**src/rtl/uart_xcvr.sv**
```systemverilog
// uart_xcvr: one-word memory-mapped 8N1 UART. Writes queue a byte on uart_tx;
// reads return {frame_err, overrun, tx_busy, rx_valid, rx_data} and clear the flags.
module uart_xcvr #(
    parameter int CLKS_PER_BIT = 216
) (
    input  logic        clock,
    input  logic        reset,
    input  logic        uart_valid,
    input  logic        uart_instr,
    input  logic [31:0] uart_addr,
    input  logic [31:0] uart_wdata,
    input  logic [3:0]  uart_wstrb,
    output logic [31:0] uart_rdata,
    output logic        uart_ready,
    input  logic        uart_rx,
    output logic        uart_tx
);
    localparam int CNT_W = $clog2(CLKS_PER_BIT + 1);
    localparam logic [CNT_W-1:0] CNT_MAX  = CNT_W'(CLKS_PER_BIT);
    localparam logic [CNT_W-1:0] HALF_MAX = CNT_W'((CLKS_PER_BIT + 1) / 2 - 1);

    typedef enum logic [1:0] {IDLE, START, DATA, STOP} uart_state_t;

    logic unused_ok;
    assign unused_ok = ^{uart_instr, uart_addr, uart_wdata[31:8]};

    logic       req_pending, req_write, req_byte;
    logic [7:0] req_data;

    uart_state_t      tx_state, tx_next;
    logic [CNT_W-1:0] tx_cnt;
    logic [2:0]       tx_bit;
    logic [7:0]       tx_shift;
    logic             tx_bit_end, tx_load, tx_busy;

    uart_state_t      rx_state, rx_next;
    logic [CNT_W-1:0] rx_cnt;
    logic [2:0]       rx_bit;
    logic [7:0]       rx_shift, rx_data;
    logic             rx_meta, rx_sync, rx_prev, rx_sample;
    logic             rx_valid, overrun, frame_err, rx_done_ok, rx_done_bad;
    logic             rd_clear;

    // A stalled byte write stays pending here until the TX FSM drains.
    always_ff @(posedge clock or negedge reset) begin
        if (!reset) begin
            req_pending <= 1'b0;
            req_write   <= 1'b0;
            req_byte    <= 1'b0;
            req_data    <= '0;
        end else if (uart_valid) begin
            req_pending <= 1'b1;
            req_write   <= |uart_wstrb;
            req_byte    <= uart_wstrb[0];
            req_data    <= uart_wdata[7:0];
        end else if (uart_ready) begin
            req_pending <= 1'b0;
        end
    end

    assign tx_busy    = (tx_state != IDLE);
    assign tx_load    = req_pending && req_byte && !tx_busy;
    assign uart_ready = req_pending && (!req_byte || !tx_busy);
    assign rd_clear   = uart_ready && !req_write;
    assign uart_rdata = rd_clear ? {20'b0, frame_err, overrun, tx_busy, rx_valid, rx_data} : 32'b0;

    assign tx_bit_end = (tx_cnt == CNT_MAX);

    always_ff @(posedge clock or negedge reset) begin
        if (!reset) tx_state <= IDLE;
        else        tx_state <= tx_next;
    end

    always_comb begin
        tx_next = tx_state;
        uart_tx = 1'b1;
        case (tx_state)
            IDLE:  if (tx_load) tx_next = START;
            START: begin
                uart_tx = 1'b0;
                if (tx_bit_end) tx_next = DATA;
            end
            DATA: begin
                uart_tx = tx_shift[0];
                if (tx_bit_end && tx_bit == 3'd7) tx_next = STOP;
            end
            STOP:  if (tx_bit_end) tx_next = IDLE;
            default: tx_next = IDLE;
        endcase
    end

    always_ff @(posedge clock or negedge reset) begin
        if (!reset) begin
            tx_cnt   <= '0;
            tx_bit   <= '0;
            tx_shift <= '0;
        end else begin
            tx_cnt <= (!tx_busy || tx_bit_end) ? '0 : tx_cnt + CNT_W'(1);
            if (tx_load) begin
                tx_shift <= req_data;
            end else if (tx_state == DATA && tx_bit_end) begin
                tx_shift <= {1'b0, tx_shift[7:1]};
                tx_bit   <= tx_bit + 3'd1;
            end
        end
    end

    // rx_prev keeps one more synchronised sample so a falling edge can be seen.
    always_ff @(posedge clock or negedge reset) begin
        if (!reset) begin
            rx_meta <= 1'b1;
            rx_sync <= 1'b1;
            rx_prev <= 1'b1;
        end else begin
            rx_meta <= uart_rx;
            rx_sync <= rx_meta;
            rx_prev <= rx_sync;
        end
    end

    assign rx_sample   = (rx_state == START && rx_cnt == HALF_MAX) ||
                         ((rx_state == DATA || rx_state == STOP) && rx_cnt == CNT_MAX);
    assign rx_done_ok  = (rx_state == STOP) && rx_sample && rx_sync;
    assign rx_done_bad = (rx_state == STOP) && rx_sample && !rx_sync;

    always_ff @(posedge clock or negedge reset) begin
        if (!reset) rx_state <= IDLE;
        else        rx_state <= rx_next;
    end

    always_comb begin
        rx_next = rx_state;
        case (rx_state)
            IDLE:  if (rx_prev && !rx_sync) rx_next = START;
            START: if (rx_sample) rx_next = rx_sync ? IDLE : DATA;
            DATA:  if (rx_sample && rx_bit == 3'd7) rx_next = STOP;
            STOP:  if (rx_sample) rx_next = IDLE;
            default: rx_next = IDLE;
        endcase
    end

    // A byte landing in the same cycle as a status read wins over the clear.
    always_ff @(posedge clock or negedge reset) begin
        if (!reset) begin
            rx_cnt    <= '0;
            rx_bit    <= '0;
            rx_shift  <= '0;
            rx_data   <= '0;
            rx_valid  <= 1'b0;
            overrun   <= 1'b0;
            frame_err <= 1'b0;
        end else begin
            rx_cnt <= (rx_state == IDLE || rx_sample) ? '0 : rx_cnt + CNT_W'(1);
            if (rx_state == DATA && rx_sample) begin
                rx_shift <= {rx_sync, rx_shift[7:1]};
                rx_bit   <= rx_bit + 3'd1;
            end
            if (rx_done_ok) rx_data <= rx_shift;
            rx_valid  <= rx_done_ok | (rx_valid & ~rd_clear);
            overrun   <= (rx_done_ok & rx_valid) | (overrun & ~rd_clear);
            frame_err <= rx_done_bad | (frame_err & ~rd_clear);
        end
    end

endmodule
```
**config.mk**
```make
export PLATFORM = sky130hd
export DESIGN_NAME = uart_xcvr
export DESIGN_NICKNAME = d
export VERILOG_FILES = /design/src/rtl/uart_xcvr.sv
export SDC_FILE = /design/constraint.sdc
export NUM_CORES = 1
export LEC_CHECK = 0
export CAP_MARGIN = 20
export CORE_ASPECT_RATIO = 0.6
export CORE_MARGIN = 4
export CORE_UTILIZATION = 45
export DETAILED_ROUTE_END_ITERATION = 10
export PLACE_DENSITY = 0.79
export SYNTH_ARGS = -nofsm -noshare
export SYNTH_HDL_FRONTEND = slang
export SYNTH_SLANG_ARGS = --single-unit
```
**constraint.sdc**
```tcl
create_clock -name clock -period 3.04 [get_ports clock]
set_clock_uncertainty 0.1 [all_clocks]
set_input_delay 0.608 -clock clock [delete_from_list [all_inputs] [get_ports clock]]
set_output_delay 0.608 -clock clock [all_outputs]
set_load 0.01 [all_outputs]
```
==> results.rst <==
.. list-table::
   :header-rows: 1

   * - Metric
     - Value
   * - Global-route wire length before repair
     - 10,100 microns
   * - Number of nets at the end of the flow
     - 405
   * - Depth of the CTS H-tree
     - 3
   * - Top cells by area, synth
     - sky130_fd_sc_hd__dfrtp_1 49%, sky130_fd_sc_hd__mux2_2 9.3%, sky130_fd_sc_hd__ha_1 5.0%
   * - Share of the clock period used by the worst path
     - 93.8%
   * - Worst-path clk slew
     - 50 ps
   * - Buffer count from post-CTS setup fixing
     - 0
   * - Worst flop-to-flop path startpoint
     - rx_cnt[0]
   * - Top flip-flop cell by instance count after synthesis
     - sky130_fd_sc_hd__dfrtp_1
   * - Total global routing overflow
     - 0
   * - Most used cells in the layout excluding fill and tap cells
     - 64 x sky130_fd_sc_hd__dfrtp_1, 28 x sky130_fd_sc_hd__clkdlybuf4s50_1, 27 x sky130_fd_sc_hd__mux2_2, 22 x sky130_fd_sc_hd__nor2_1, 20 x sky130_fd_sc_hd__conb_1
   * - Power density of the placed cells
     - 742 mW/mm^2
   * - Pin count of the biggest net entering global routing
     - 68
   * - Average wire per cell in the routed design
     - 14.1 microns
   * - Post-synthesis xor/xnor area fraction
     - 3.47%
   * - Core area
     - 0.00688 sq mm
   * - Peak supply drop
     - 0.000489 V
   * - Total via count in the routed design
     - 2,072
   * - Critical Path Max Stage Delay
     - 540 ps
   * - Combined buffer and inverter count along the critical path
     - 3
   * - Reg2reg path depth
     - 6
   * - Filler Cell Count
     - 558
   * - Root buffer selected by CTS
     - sky130_fd_sc_hd__clkbuf_16
   * - Number of distinct library cells after synthesis
     - 47
   * - Peak clock frequency supported by timing
     - 351 MHz
   * - Switching pwr
     - 0.863 mW
   * - Post-synth EDFFs
     - 0
   * - Multiplexer share of the synthesized area
     - 12.6%
   * - Placement Rows
     - 23
   * - Reg2Reg Setup Slack
     - 940 ps
   * - FFs w/ async S/R, synth
     - 100%
   * - Standby leakage power
     - 1.90 nW
   * - Number of setup violations in the final report
     - 0
   * - Count of mapped cells out of synthesis
     - 282
   * - Initial DRT Pass Iterations
     - 4
   * - Combinational group share of total power
     - 20.2%
   * - Power share of the clock group
     - 37.8%
   * - Number of clock sinks
     - 67
   * - Synthesized area per cell
     - 11.6 sq um
   * - Effective utilization at floorplan
     - 47.7%
   * - Top cell type's share of synthesized area
     - 48.9%
   * - Post-CTS Hold Fix Bufs
     - 0
   * - Hold violation count in the final report
     - 0
   * - Sequential area share after synthesis
     - 51.3%
   * - Crit path time final
     - 2850 ps
   * - Setup repair after global routing missed its margin
     - false
   * - Clock tree from TritonCTS
     - built
   * - Power Internal
     - 2.05 mW
   * - Top cell type by total area after synthesis
     - sky130_fd_sc_hd__dfrtp_1
   * - Area grow syn2layout
     - 19.8%
   * - Post-synthesis compound-gate area fraction
     - 4.85%
   * - CP top delay family
     - buffers and inverters
   * - Outcome
     - finished, final reports clean
   * - DP HPWL
     - 4040 microns
   * - Number of DRC violations after detailed-routing iteration 0
     - 99
   * - Switching part of the total power
     - 29.6%
   * - Worst-Skew Late Latency
     - 330 ps
   * - Number of global-route vias before repair
     - 2,044
   * - Final core occ
     - 57.1%
   * - Hold WC Path Type
     - in2async
   * - Full die area
     - 0.00876 sq mm
   * - Worst relative slew slack
     - 56.6%
   * - Final RePlAce weighted congestion
     - 0.786
   * - Count of buffers from port buffering
     - 29
   * - Number of warning messages in the yosys log
     - 0
   * - Number of max-slew violations in the final report
     - 0
   * - Endpoint class of the critical path
     - primary output
   * - Die X-Extent
     - 118 microns
   * - Max Cap Violations
     - 0
   * - Total wire length
     - 5810 microns
   * - Required time of the critical path
     - 2330 ps
   * - Data arrival time of the critical path
     - 2140 ps
   * - DRC
     - 0
   * - Die Y-Extent
     - 74.1 microns
   * - Reg2reg end
     - rx_shift[4]
   * - Netlist area before placement
     - 0.00328 sq mm
   * - Crit Path Category
     - reg2out
   * - Crit path max fanout
     - 11
   * - Critical path, cell by cell
     - inv_1 -> ha_1 -> o21ai_1 -> nor2_1 -> buf_4 -> and2_1 -> clkdlybuf4s50_1
   * - Longest Clk Path Bufs
     - 2
   * - IO Count
     - 107
   * - Fin Setup TNS
     - 0 ps
   * - Fraction of layout cells with a size suffix above 1
     - 20.7%
   * - Number of storage elements in the synthesis netlist
     - 67
   * - Avg Vias per Cell
     - 5.04
   * - Transition time at the pin with the least slew margin
     - 651 ps
   * - Total inserted antenna cells
     - 0
   * - Critical Path Slowest Stage Cell
     - sky130_fd_sc_hd__clkdlybuf4s50_1
   * - Number of routed nets with antenna violations
     - 0
   * - Largest family of logic cells by synthesized area
     - simple AND/OR/NAND/NOR gates
   * - Element type at the critical path start
     - flip-flop
   * - Combined global-route utilization of all metal layers
     - 14.7%
   * - Total CTS buffers
     - 9
   * - Post-synthesis adder-cell area fraction
     - 4.96%
   * - Commonest non-fill, non-tap cell in the layout
     - sky130_fd_sc_hd__dfrtp_1
   * - Sequential Power Share
     - 42.0%
   * - Initial antenna violation count
     - 0
   * - Post-Synth Simple-Gate Area
     - 15.5%
==> power groups by stage <==
stage | registers [mW] | logic (mW) | clock network (mW)
2_1_floorplan | 1.19 | 0.452 | 0
3_3_place_gp | 1.22 | 0.564 | 0
3_5_place_dp | 1.24 | 0.593 | 0
4_1_cts | 1.22 | 0.598 | 1.12
5_1_grt | 1.25 | 0.670 | 1.17
6_report | 1.22 | 0.589 | 1.10
==> how the worst max path moves through the flow <==
stage | startpoint | to | slack, ps | cells past startpoint
4_1_cts | tx_state[0] | uart_rdata[2] | 130 | 7
6_report | tx_state[0] | uart_rdata[2] | 190 | 7
3_3_place_gp | tx_state[0] | uart_rdata[2] | 530 | 7
3_5_place_dp | tx_state[0] | uart_rdata[2] | 530 | 7
5_1_grt | tx_state[0] | uart_rdata[3] | 60 | 7
2_1_floorplan | tx_state[0] | uart_rdata[1] | 730 | 7
==> sequential cells by signal, indices dropped and copies added (netlist names), 2 cells and up, named ones only <==
register / count
req_data: 8
rx_cnt: 8
rx_data: 8
rx_shift: 8
tx_cnt: 8
tx_shift: 8
rx_bit: 3
tx_bit: 3
tx_state: 2
==> area by class of cell <==
class                      count  area (sq um)  area share (%)
sequential                    67          1680            42.8
multi-input combinational    193          1430            36.4
clock inverter                 6          90.1            2.29
timing repair buffer          34           335            8.54
inverter                      14          52.6            1.34
clock buffer                  10           229            5.83
tap                           87           109            2.77
==> metal layers <==
layer / part of all wire, % / up-vias / track usage [%]
li1: - / 996 / -
met1: 50 / 1028 / 19.3
met3: 4.4 / 8 / 5.78
met4: 0.91 / 0 / 3.51
met5: 0 / - / 0
met2: 44 / 40 / 23.3
==> per-stage QoR <==
| stage | instance area, sq um | hold slack (ps) | power, mW | cells | setup WS [ps] |
|---|---|---|---|---|---|
| floorplan | 3350 | 212 | 1.64 | 301 | 730 |
| global placement | 3610 | 246 | 1.79 | 395 | 532 |
| detailed placement | 3610 | 248 | 1.83 | 395 | 528 |
| CTS | 3930 | 203 | 2.95 | 411 | 130 |
| global route | 3930 | 218 | 3.09 | 411 | 61.0 |
| finish | 3930 | 178 | 2.92 | 411 | 188 |
==> cells by family after synthesis <==
| group | count (synthesis) |
|---|---|
| simple gates | 84 |
| flops | 67 |
| buf+inv | 41 |
| mux | 37 |
| compound gates | 26 |
| fa+ha+maj | 13 |
| xor+xnor | 13 |
| other cells | 1 |
==> cell usage after synthesis, types with 2 or more instances <==
| master | count |
|---|---|
| sky130_fd_sc_hd__clkbuf_1 | 5 |
| sky130_fd_sc_hd__and4_2 | 2 |
| sky130_fd_sc_hd__o22ai_1 | 3 |
| sky130_fd_sc_hd__nor3_1 | 6 |
| sky130_fd_sc_hd__mux2i_1 | 8 |
| sky130_fd_sc_hd__ha_1 | 13 |
| sky130_fd_sc_hd__mux2_4 | 2 |
| sky130_fd_sc_hd__xnor2_1 | 6 |
| sky130_fd_sc_hd__dfrtp_1 | 64 |
| sky130_fd_sc_hd__nand3_1 | 9 |
| sky130_fd_sc_hd__inv_1 | 14 |
| sky130_fd_sc_hd__nor3_4 | 2 |
| sky130_fd_sc_hd__dfstp_2 | 3 |
| sky130_fd_sc_hd__xor2_1 | 7 |
| sky130_fd_sc_hd__or2_4 | 2 |
| sky130_fd_sc_hd__buf_4 | 20 |
| sky130_fd_sc_hd__nor4b_1 | 2 |
| sky130_fd_sc_hd__nand2_1 | 18 |
| sky130_fd_sc_hd__and2_1 | 8 |
| sky130_fd_sc_hd__a21oi_1 | 2 |
| sky130_fd_sc_hd__o21ai_0 | 13 |
| sky130_fd_sc_hd__mux2_2 | 27 |
| sky130_fd_sc_hd__nor2_1 | 22 |
==> what timing repair did <==
| action | in CTS | in global routing |
|---|---|---|
| gates resized for setup | 0 | 1 |
| endpoints found under the setup margin | 0 | 1 |
| endpoints found under the hold margin | 0 | 0 |
Power figures use the tool's default switching activity.
